## config.mk

```make
export PLATFORM = sky130hd
export DESIGN_NAME = ks_xor_packer
export DESIGN_NICKNAME = d
export VERILOG_FILES = /design/src/rtl/ks_xor_packer.sv
export SDC_FILE = /design/constraint.sdc
export NUM_CORES = 1
export LEC_CHECK = 0
export ABC_AREA = 1
export BUFFER_PORTS_ARGS = -buffer_cell sky130_fd_sc_hd__buf_2
export CELL_PAD_IN_SITES_DETAIL_PLACEMENT = 0
export CELL_PAD_IN_SITES_GLOBAL_PLACEMENT = 1
export CORE_MARGIN = 4
export CORE_UTILIZATION = 30
export CTS_CLUSTER_SIZE = 25
export DETAILED_ROUTE_END_ITERATION = 10
export PLACE_DENSITY = 0.67
export RECOVER_POWER = 50
export SLEW_MARGIN = 15
export SYNTH_ARGS = -nofsm -noshare
export SYNTH_HDL_FRONTEND = slang
export SYNTH_SLANG_ARGS = --single-unit
```

## constraint.sdc

```tcl
create_clock -name clk -period 4.2 [get_ports clk]
set_input_delay 0.42 -clock clk [delete_from_list [all_inputs] [get_ports clk]]
set_output_delay 0.42 -clock clk [all_outputs]
set_load 0.05 [all_outputs]
```

## src/rtl/ks_xor_packer.sv

```systemverilog
// ks_xor_packer: keystream consumer. After each start it drops WARMUP keystream
// bits, packs the next DATA_W bits MSB-first into a word, XORs that word with
// one plaintext word and offers the ciphertext on a valid/ready output.
// Every word is built from fresh keystream; no bit is used twice.
module ks_xor_packer #(
    parameter int DATA_W = 8,
    parameter int WARMUP = 16,
    parameter int CNT_W  = 16
) (
    input  logic              clk,
    input  logic              reset,
    input  logic              start,
    input  logic              stop,
    input  logic              ks_bit,
    input  logic              ks_valid,
    output logic              ks_ready,
    input  logic [DATA_W-1:0] pt_data,
    input  logic              pt_valid,
    output logic              pt_ready,
    output logic [DATA_W-1:0] ct_data,
    output logic              ct_valid,
    input  logic              ct_ready,
    output logic              busy,
    output logic [CNT_W-1:0]  word_cnt
);

    localparam logic [2:0] S_IDLE    = 3'd0;
    localparam logic [2:0] S_WARM    = 3'd1;
    localparam logic [2:0] S_FILL    = 3'd2;
    localparam logic [2:0] S_WAIT_PT = 3'd3;
    localparam logic [2:0] S_OUT     = 3'd4;

    // With no warm-up the session goes straight to packing.
    localparam logic [2:0] S_FIRST = (WARMUP == 0) ? S_FILL : S_WARM;

    // One counter serves both the warm-up run and the packing run, so it is
    // sized for the longer of the two.
    localparam int CNT_MAX = (WARMUP > DATA_W) ? WARMUP : DATA_W;
    localparam int BIT_W   = $clog2(CNT_MAX + 1);

    // Count value held when the final bit of each run is accepted.
    localparam logic [BIT_W-1:0] WARM_LAST = BIT_W'((WARMUP > 0) ? WARMUP - 1 : 0);
    localparam logic [BIT_W-1:0] FILL_LAST = BIT_W'(DATA_W - 1);

    logic [2:0]        state;
    logic [BIT_W-1:0]  bit_cnt;
    logic [DATA_W-1:0] ks_word;

    logic ks_fire;
    logic pt_fire;
    logic ct_fire;

    // Ready signals depend on state only, so they never combinationally
    // follow the upstream valid inputs.
    assign ks_ready = (state == S_WARM) || (state == S_FILL);
    assign pt_ready = (state == S_WAIT_PT);
    assign busy     = (state != S_IDLE);

    assign ks_fire = ks_valid & ks_ready;
    assign pt_fire = pt_valid & pt_ready;
    assign ct_fire = ct_valid & ct_ready;

    // Session state machine, bit counting, keystream packing and ciphertext register.
    always_ff @(posedge clk) begin
        // NOTE: every register here, including the data-path ones, is
        // cleared by reset so a reset mid-session leaves no partial word behind;
        // non-blocking assignments keep all updates tied to the same edge.
        if (!reset) begin
            state    <= S_IDLE;
            bit_cnt  <= '0;
            ks_word  <= '0;
            ct_data  <= '0;
            ct_valid <= 1'b0;
            word_cnt <= '0;
        end else if (stop && (state != S_IDLE)) begin
            // Abort wins over any handshake in the same cycle; a pending
            // ciphertext word is dropped without being counted.
            state    <= S_IDLE;
            bit_cnt  <= '0;
            ct_valid <= 1'b0;
        end else begin
            case (state)
                S_IDLE: begin
                    if (start && !stop) begin
                        state   <= S_FIRST;
                        bit_cnt <= '0;
                    end
                end

                S_WARM: begin
                    if (ks_fire) begin
                        if (bit_cnt == WARM_LAST) begin
                            state   <= S_FILL;
                            bit_cnt <= '0;
                        end else begin
                            bit_cnt <= bit_cnt + BIT_W'(1);
                        end
                    end
                end

                S_FILL: begin
                    if (ks_fire) begin
                        // First accepted bit ends up in the MSB after DATA_W shifts.
                        ks_word <= {ks_word[DATA_W-2:0], ks_bit};
                        if (bit_cnt == FILL_LAST) begin
                            state   <= S_WAIT_PT;
                            bit_cnt <= '0;
                        end else begin
                            bit_cnt <= bit_cnt + BIT_W'(1);
                        end
                    end
                end

                S_WAIT_PT: begin
                    if (pt_fire) begin
                        ct_data  <= pt_data ^ ks_word;
                        ct_valid <= 1'b1;
                        state    <= S_OUT;
                    end
                end

                S_OUT: begin
                    // ct_data is untouched here, so it stays stable under backpressure.
                    if (ct_fire) begin
                        ct_valid <= 1'b0;
                        word_cnt <= word_cnt + CNT_W'(1);
                        bit_cnt  <= '0;
                        state    <= S_FILL;
                    end
                end

                default: begin
                    state    <= S_IDLE;
                    bit_cnt  <= '0;
                    ct_valid <= 1'b0;
                end
            endcase
        end
    end

endmodule

```

**After elaboration in Yosys (flattened, before gate mapping)**

Cells that the tools add are included.

- Multiplexer cells: 18
- Equality and inequality tests: 13
- Bitwise logic cells: 8
- $add $sub $neg: 2
- Reductions and logical operators: 14

Operators with widths:

| kind | number |
|---|---|
| 5-bit two-way mux | 6 |
| 5-bit one-hot mux with 5 select lines | 1 |
| 3-bit two-way mux | 7 |
| 16-bit by 1-bit adder with 16-bit output, second input constant | 1 |
| 3-bit one-hot mux with 5 select lines | 1 |
| 3-bit AND reduction | 4 |
| 2-bit inequality test, second input constant | 4 |
| 8-bit bitwise XOR | 1 |
| 7-bit AND reduction | 1 |
| 3-bit by 2-bit == test with 1-bit output, second input constant | 2 |
| 2-bit by 1-bit inequality test with 1-bit output, second input constant | 3 |
| 5-bit by 1-bit adder with 5-bit output, second input constant | 1 |
| 5-bit by 3-bit == test with 1-bit output, second input constant | 1 |
| 5-bit by 4-bit == test with 1-bit output, second input constant | 1 |
| 5-bit AND reduction | 1 |
| 1-bit NOT | 4 |
| 1-bit AND | 3 |
| 3-bit by 1-bit == test with 1-bit output, second input constant | 1 |
| 3-bit == test, second input constant | 1 |
| 3-bit zero test | 1 |
| 1-bit one-hot mux with 3 select lines | 1 |
| 3-bit nonzero test | 1 |
| 3-bit OR reduction | 1 |
| 1-bit logical AND | 2 |
| other kinds (4) | 5 |

- Output and inout bits: 28
- Register bits after elaboration: 41
- Logic and storage cells: 61

**Depth between registers and ports, before layout**

Gate-level depths: netlist of the first run.

- Depth after elaboration: 5
- Depth in mapped cells: 12
- Mapped depth without buffers: 12

**Least setup slack after synthesis of the first run**

OpenSTA, ideal clock, no wires.

- Path kind: flip-flop to flip-flop
- From: reg state[0]
- To: reg ct_data[0]
- Data arrival time: 1.533 ns
- Stages on the path, launching flop included: 8
- Buffers on the path: 0
- Library setup time: 0.132 ns
- Clock period less this slack: 1.665 ns
- Required time: 4.068 ns
- Slack: 2.535 ns
- Cell sequence: dfxtp_1 nand2_1 nor2_2 inv_2 nor2_4 nand2_2 nand2_1 a21oi_1

RTL lines:

| element | line | RTL |
|---|---|---|
| start, declared | 45 | `logic [2:0] state;` |
| start signal, assigned | 69 | `state <= S_IDLE;` |
| start signal, assigned | 78 | `state <= S_IDLE;` |
| start signal, assigned | 85 | `state <= S_FIRST;` |
| 3-bit by 2-bit == test with 1-bit output (*) | 56 | `assign pt_ready = (state == S_WAIT_PT);` |
| via pt_ready | 19 | `output logic pt_ready,` |
| 1-bit AND | 60 | `assign pt_fire = pt_valid & pt_ready;` |
| 3-bit AND reduction (no source line) (*) | -- |  |
| end signal, assigned | 116 | `ct_data <= pt_data ^ ks_word;` |
| end, declared | 20 | `output logic [DATA_W-1:0] ct_data,` |

Mark *: on every way through the listed nets, which the timed path passes. The rest lies on a longest branch.
A chain may end at the register's enable or synchronous reset.

**Worst setup path after layout of the first run**

- From: reg state[0]
- To: reg ct_data[5]

- Longest elaborated chain between the ends: 4

RTL lines:

| element |
|---|
| branches (longest 3 deep; another with 3-bit by 2-bit == test with 1-bit output) |
| 3-bit AND reduction (no source line) (*) |

Every way passes the cells marked *.

==> results of run 1 <==
flip-flops by register name, summed over array words and instances, names as in the netlist:
| signal | count |
|---|---|
| word_cnt | 16 |
| ct_data | 8 |
| ks_word | 8 |
| bit_cnt | 5 |
| state | 3 |
| ct_valid | 1 |
layout make-up:
| type | instances | area, µm² | share of cell area (%) |
|---|---|---|---|
| multi-input cells | 225 | 1070 | 43.6 |
| flip-flops and latches | 41 | 821 | 33.4 |
| repair buffers | 43 | 185 | 7.54 |
| inverters | 39 | 146 | 5.96 |
| well taps | 80 | 100 | 4.08 |
| clock buffers | 5 | 68.8 | 2.80 |
| clock inverters | 3 | 65.1 | 2.65 |
placed cells by master, fill, tap and decap left out, types with 3 or more instances in the layout:
master	netlist	final
nand2_1	70	71
nor2_1	58	62
dfxtp_1	41	41
inv_1	33	33
nand3_1	24	24
clkbuf_1	2	24
buf_2	0	19
o21ai_0	17	17
a21oi_1	16	16
xor2_1	9	9
inv_2	6	6
nand4_1	5	5
clkbuf_8	0	5
ha_1	4	4
o21ai_1	3	3
per-stage QoR:
step	total power (µW)	hold slack (ns)	setup slack, ns	utilization, %	std cells
global placement	744	0.453	2.57	35.1	428
global route	1180	0.384	1.86	36.4	436
finish	1100	0.366	2.23	36.4	436
detailed placement	742	0.453	2.54	35.1	428
floorplan	675	0.489	2.53	-	308
CTS	1120	0.358	2.31	37.1	436
worst min-delay path, cell delays in order:
cell and delay, ns:
buf_2 0.08, nor2_1 0.03, nor2_1 0.09
worst max path at each step:
stage / from / endpoint / cells after the start
2_1_floorplan: state[0]$_SDFFE_PP0P_ / ct_data[0]$_SDFFE_PN0P_ / 7
3_3_place_gp: bit_cnt[0]$_SDFFE_PP0P_ / state[0]$_SDFFE_PP0P_ / 11
3_5_place_dp: bit_cnt[0]$_SDFFE_PP0P_ / state[1]$_SDFFE_PP0P_ / 11
4_1_cts: state[2]$_SDFFE_PP0P_ / ks_ready / 4
5_1_grt: state[0]$_SDFFE_PP0P_ / ct_data[2]$_SDFFE_PN0P_ / 7
6_report: state[0]$_SDFFE_PP0P_ / ct_data[5]$_SDFFE_PN0P_ / 7
logic make-up after synthesis:
group	count (synthesis)	share of synthesized area [%]
compound gates	38	9.43
simple gates	174	37.1
flops	41	39.6
fa+ha+maj	4	2.42
xor+xnor	9	3.81
buf+inv	42	7.61
power breakdown:
group,switching (µW),internal [µW],total [µW]
registers,34.4,420,454
logic,191,80.5,271
clock network,138,236,374
routing by layer:
layer  vias up  GRT usage, %  share of wire, %
li1       1069             -                 -
met3         6          2.65               3.3
met2        27          20.3                44
met1       857          16.8                52
met4         0          3.89               1.2
met5         -             0                 0
==> key figures, run 1 <==
Hold path
  – Hold Crit Endpoint: ks_word[0]$_SDFFE_PN0P_
  – Hold path start: ks_bit
  – Min-Delay Path Class: input pin to flip-flop
  – Hold Path Cell Cnt: 3

Setup path
  – Crit-path cells: nand2_1 -> nor2_1 -> inv_2 -> nor2_1 -> nand2_2 -> nand2_1 -> a21oi_1
  – Crit start category: flip-flop
  – CP arrival: 2.13 ns
  – Critical path's top delay family: simple AND/OR/NAND/NOR gates
  – Critical R2R Launch: state[0]$_SDFFE_PP0P_
  – Required time worst endpoint: 4.36 ns
  – Critical path type: flip-flop to flip-flop
  – R2R depth: 7
  – Delay of the slowest critical-path stage: 0.56 ns
  – Worst-path fanout max: 10
  – CP Capture Type: flip-flop
  – Sum of buffers and inverters on the critical path: 1
  – Slowest-stage cell, CP: nor2_1
  – Reg2reg end: ct_data[5]$_SDFFE_PN0P_
  – Worst reg2reg setup slack: 2.23 ns

Floorplan
  – Initial core utilization: 30.6%
  – Die Span Y: 91.1 µm
  – Core area: between 0.006 and 0.007 mm²
  – Die X: 91.1 µm
  – Die area: 0.00830 mm²
  – IO Pins: 44
  – Placement row count: 30

Global routing
  – Initial antenna violation count: 0
  – Gr usage total: 12.6%
  – Largest net degree at the start of global routing: 24
  – Vias in the first global route: around 1,900
  – Remaining global-route overflow: 0
  – First-pass GRT wire length: 8660 µm

Timing
  – Fin crit period: 1.97 ns
  – RSZ-0062 raised after global routing: false
  – Setup-failing EPs final: 0
  – Least-Margin Pin Slew: between 0.7 and 0.8 ns
  – Total negative setup slack: 0 ns
  – Fin. Hold Viols: 0
  – FMAX: 509 MHz
  – Slew Viols, Final: 0
  – Slew HR: 51.7%
  – Final worst path period share: 46.8%
  – Clock Skews: 0.00923 ns

Detailed routing
  – Routed WL: around 4800 µm
  – Antenna Nets Post-Route: 0
  – DR vias: just under 2,000
  – 1st-iter DRT viols: 63
  – Pre-antenna DRT Iters: 4
  – Wire per inst: 11.1 µm
  – Vias/cell: 4.49
  – DR DRC count: 0

Synthesis
  – Top area cells in the synthesized netlist: dfxtp_1 40%, nand2_1 13%, nor2_1 11%
  – YS warnings: 0
  – Syn nets: 328
  – Ys flop type: dfxtp_1
  – Synth cell count leaders: 70 x nand2_1, 58 x nor2_1, 41 x dfxtp_1, 33 x inv_1, 24 x nand3_1
  – Top-count cell post-synth: nand2_1
  – Synthesized area: 0.00207 mm²
  – #FFs+latches synth: 41
  – Synth unique cells: 24
  – Syn Inst Count: 308
  – Share of the synthesized area in the top cell type: around two fifths
  – Post-synth EDFFs: 0
  – Syn avg cell area: between 6 and 7 µm²
  – Sequential area share after synthesis: 39.6%
  – Ys async rst share: 0%
  – Leading area contributor after synthesis: dfxtp_1

Clock tree
  – CTS tree: done
  – H-tree levels: 2
  – Hold buffer count at cts: 0
  – Post-cts gate resize count: 0
  – TritonCTS buffer count: 5
  – CTS root buf: clkbuf_8
  – Total clock sinks: 41
  – Worst-Skew Late Latency: ~0.29 ns
  – Clock transition at path regs: 0.09 ns
  – Clock Path Buffers: 2
  – Post-CTS Setup Bufs: 0

Placed design
  – GP Congestion: approximately 0.75
  – Placed Instance Area: 0.00237 mm²
  – Port Buffers: 43
  – Final HPWL DP: 3730 µm

Power and ir drop
  – Reported leakage power: ~0.0011 µW
  – Pwr/cell area: roughly 450 mW/mm²
  – Maximum vdd drop: 0.149 mV

Job
  – Number of max-cap violations: 0

Cells and area
  – Filler Cell Count: 772
  – Area added between synthesis and finish: 18.6%
  – Layout cells sized above 1: 11.5%
  – Diodes inserted: 0
  – Fin nets: 375
  – Fin area: 0.00246 mm²

Status
  – Status: finished clean
Power figures use the tool's default switching activity.
==> inputs of run 2 (changes only) <==
PLACE_DENSITY = 0.7   (was 0.67)
clock period = 1.6 ns   (was 4.2 ns; I/O delays follow)
==> run 2 against run 1 <==
Net effect: combinational power rose to 3.1 times the previous value; critical endpoint is now state[1]$_SDFFE_PP0P_; clock-buffer cell count up 1; core utilization up 2.3 points; setup slack worse by 2.1 ns; die area unchanged; cell area up 6.4%; hold slack worse by 0.26 ns; largest cell class unchanged; clock power up 130%; via count up 4.2%; sequential share of layout area down 1.5 points; clock skew down 0.0043 ns.
==> key figures, run 2 (synthesis gave the netlist of run 1 again) <==
Job
  – Number of max-cap violations: 0 (unchanged)

Timing
  – Slew Viols, Final: 0 (unchanged)
  – Fin crit period: 1.51 ns (-0.459 ns)
  – Setup-failing EPs final: 0 (unchanged)
  – Fin. Hold Viols: 0 (unchanged)
  – Clock Skews: 0.00496 ns (-0.00427 ns)
  – RSZ-0062 raised after global routing: true
  – Least-Margin Pin Slew: 0.602 ns (-0.120 ns)
  – Final worst path period share: 94.1% (+47 points)
  – FMAX: 664 MHz (+30%)
  – Hold slack: 0.108 ns (-0.257 ns)
  – Slew HR: 60.1% (+8.4 points)

Detailed routing
  – M1 WL: 2450 µm (-1.7%)
  – Uppermost layer routed: met4
  – Vias/cell: 4.61 (+2.5%)
  – Met2 WL post-DR: 2290 µm (+8.0%)
  – 1st-iter DRT viols: 82 (+30%)
  – Wire per inst: 11.3 µm (+1.9%)
  – DR DRC count: 0 (unchanged)
  – DR vias: 2,041 (+4.2%)
  – Met3 WL: 192 µm (+22%)
  – Pre-antenna DRT Iters: 6 (+2)
  – Routed WL: 5000 µm (+3.5%)
  – Antenna Nets Post-Route: 0 (unchanged)

Setup path
  – CP Capture Type: flip-flop
  – CP arrival: 1.74 ns (-0.39 ns)
  – Worst reg2reg setup slack: 0.09 ns (-2.14 ns)
  – Crit start category: flip-flop
  – R2R depth: 12 (+5)
  – Reg2reg end: state[1]$_SDFFE_PP0P_
  – Worst-path fanout max: 5 (-5)
  – Critical path type: flip-flop to flip-flop
  – Required time worst endpoint: 1.83 ns (-2.53 ns)
  – Critical R2R Launch: bit_cnt[0]$_SDFFE_PP0P_

Placed design
  – Port Buffers: 43 (unchanged)
  – GP Congestion: 0.817 (+9.6%)
  – Final HPWL DP: 3800 µm (+1.8%)
  – Placed cells: 434 (+1.4%)

Power and ir drop
  – Pwr/cell area: 1120 mW/mm² (+150%)
  – Maximum vdd drop: 0.445 mV (+200%)
  – Reported leakage power: 0.00113 µW (+4.0%)

Global routing
  – Vias in the first global route: 1,879 (-1.1%)
  – Gr usage total: 12.5% (-0.12 points)
  – First-pass GRT wire length: 8610 µm (-0.55%)
  – Initial antenna violation count: 0 (unchanged)
  – Remaining global-route overflow: 0 (unchanged)
  – Largest net degree at the start of global routing: 15 (-38%)

Clock tree
  – Clock Path Buffers: 2 (unchanged)
  – H-tree levels: 2 (unchanged)
  – Total clock sinks: 41 (unchanged)
  – CTS root buf: clkbuf_8
  – Hold buffer count at cts: 0 (unchanged)
  – TritonCTS buffer count: 5 (unchanged)
  – Clock transition at path regs: 0.08 ns (about the same)
  – Worst-Skew Late Latency: 0.29 ns (about the same)
  – CTS tree: done

Hold path
  – Hold Path Cell Cnt: 3 (unchanged)
  – Hold path start: ks_bit
  – Hold Crit Endpoint: ks_word[0]$_SDFFE_PN0P_
  – Min-Delay Path Class: input pin to flip-flop

Cells and area
  – Top Registers: word_cnt x16, ct_data x8, ks_word x8
  – Max reg flops: 16 (unchanged)
  – Most frequent cells in the layout: 67 x nand2_1, 55 x nor2_1, 35 x dfxtp_1
  – Layout cells sized above 1: 18.5% (+6.9 points)
  – Filler Cell Count: 736 (-4.7%)
  – Most common cell after layout, fill and taps aside: nand2_1
  – Register bank with the most flops: word_cnt
  – Area added between synthesis and finish: 26.2%
  – Diodes inserted: 0 (unchanged)
  – Final non-filler cell total: 443 (+1.6%)
  – Fin nets: 382 (+1.9%)

Floorplan
  – Die area: 0.00830 mm² (unchanged)
  – Placement row count: 30 (unchanged)
  – Core area: 0.00676 mm² (unchanged)
  – IO Pins: 44 (unchanged)
  – Initial core utilization: 30.6% (unchanged)
  – Die Span Y: 91.1 µm (unchanged)
  – Die X: 91.1 µm (unchanged)

Status
  – Status: finished clean
==> run 2: cell count changes in the layout (fill, tap and decap cells not counted), moves of 2 or more <==
cell and delta:
o21ai_0 -2, nor2_4 +6, dfxtp_4 +2, nand2_2 +3, nor2_1 -7, dfxtp_1 -6
nand2_1 -4, ha_1 -2, o21ai_1 +2, ha_4 +2, dfxtp_2 +4, buf_4 +6
buf_2 -2
==> run 2: power breakdown <==
part | total (µW) | internal (µW) | switching [µW] | leakage [µW]
Combinational | 848 | 292 | 555 | 0.000735
Sequential | 1220 | 1110 | 103 | 0.000335
Clock | 874 | 508 | 366 | 0.0000574
==> run 2: how the worst max path moves through the flow <==
stage / cells past startpoint / slack, ns / from / endpoint
2_1_floorplan: 7 / 0.007 / word_cnt[2]$_SDFFE_PN0P_ / word_cnt[15]$_SDFFE_PN0P_
3_3_place_gp: 11 / 0.02 / bit_cnt[0]$_SDFFE_PP0P_ / state[0]$_SDFFE_PP0P_
3_5_place_dp: 12 / -0.04 / bit_cnt[0]$_SDFFE_PP0P_ / state[1]$_SDFFE_PP0P_
4_1_cts: 12 / 0.003 / bit_cnt[0]$_SDFFE_PP0P_ / state[1]$_SDFFE_PP0P_
5_1_grt: 12 / -0.03 / bit_cnt[0]$_SDFFE_PP0P_ / state[1]$_SDFFE_PP0P_
6_report: 12 / 0.09 / bit_cnt[0]$_SDFFE_PP0P_ / state[1]$_SDFFE_PP0P_
==> run 2: final cells by class <==
type	instances	area, µm²	share of cell area [%]
Tap cell	80	100	3.83
Sequential cell	41	833	31.9
Inverter	39	146	5.60
Clock inverter	2	37.5	1.44
Clock buffer	6	82.6	3.16
Multi-Input combinational cell	225	1160	44.3
Timing Repair Buffer	50	255	9.77
==> run 2: per-stage QoR <==
stage / utilization, % / area (µm²) / setup WS (ns) / power [µW] / setup TNS [ns]
2_1_floorplan: - / 2080 / 0.00653 / 1770 / 0
3_3_place_gp: 36.1 / 2440 / 0.0155 / 1990 / 0
3_5_place_dp: 36.1 / 2440 / -0.0445 / 2000 / -0.0873
4_1_cts: 38.1 / 2570 / 0.00262 / 2920 / 0
5_1_grt: 38.7 / 2610 / -0.0253 / 3150 / -0.0667
6_report: 38.7 / 2610 / 0.0938 / 2940 / 0
==> run 2: what timing repair did <==
item                                    CTS  global route
resized for setup                         6            20
buffers inserted                          0             1
gates cloned                              0             0
endpoints found under the setup margin    3            16
pin swaps                                 1             9
==> run 2: metal layers <==
| metal | global-route usage (%) | vias up |
|---|---|---|
| met4 | 3.77 | 0 |
| met2 | 20.2 | 33 |
| met5 | 0 | - |
| met1 | 16.3 | 908 |
| li1 | - | 1094 |
| met3 | 2.98 | 6 |
==> run 2: worst max-delay path, stage by stage, from the launching register on <==
cell and delay [ns]:
dfxtp_4 0.38, ha_4 0.15, nand2_4 0.05, nor2_4 0.11, ha_4 0.14, inv_2 0.03, nand4_1 0.09, nand2_2 0.10
nor2_2 0.12, nand2_2 0.09, nand2_1 0.06, nand2_1 0.05, nor2_1 0.09
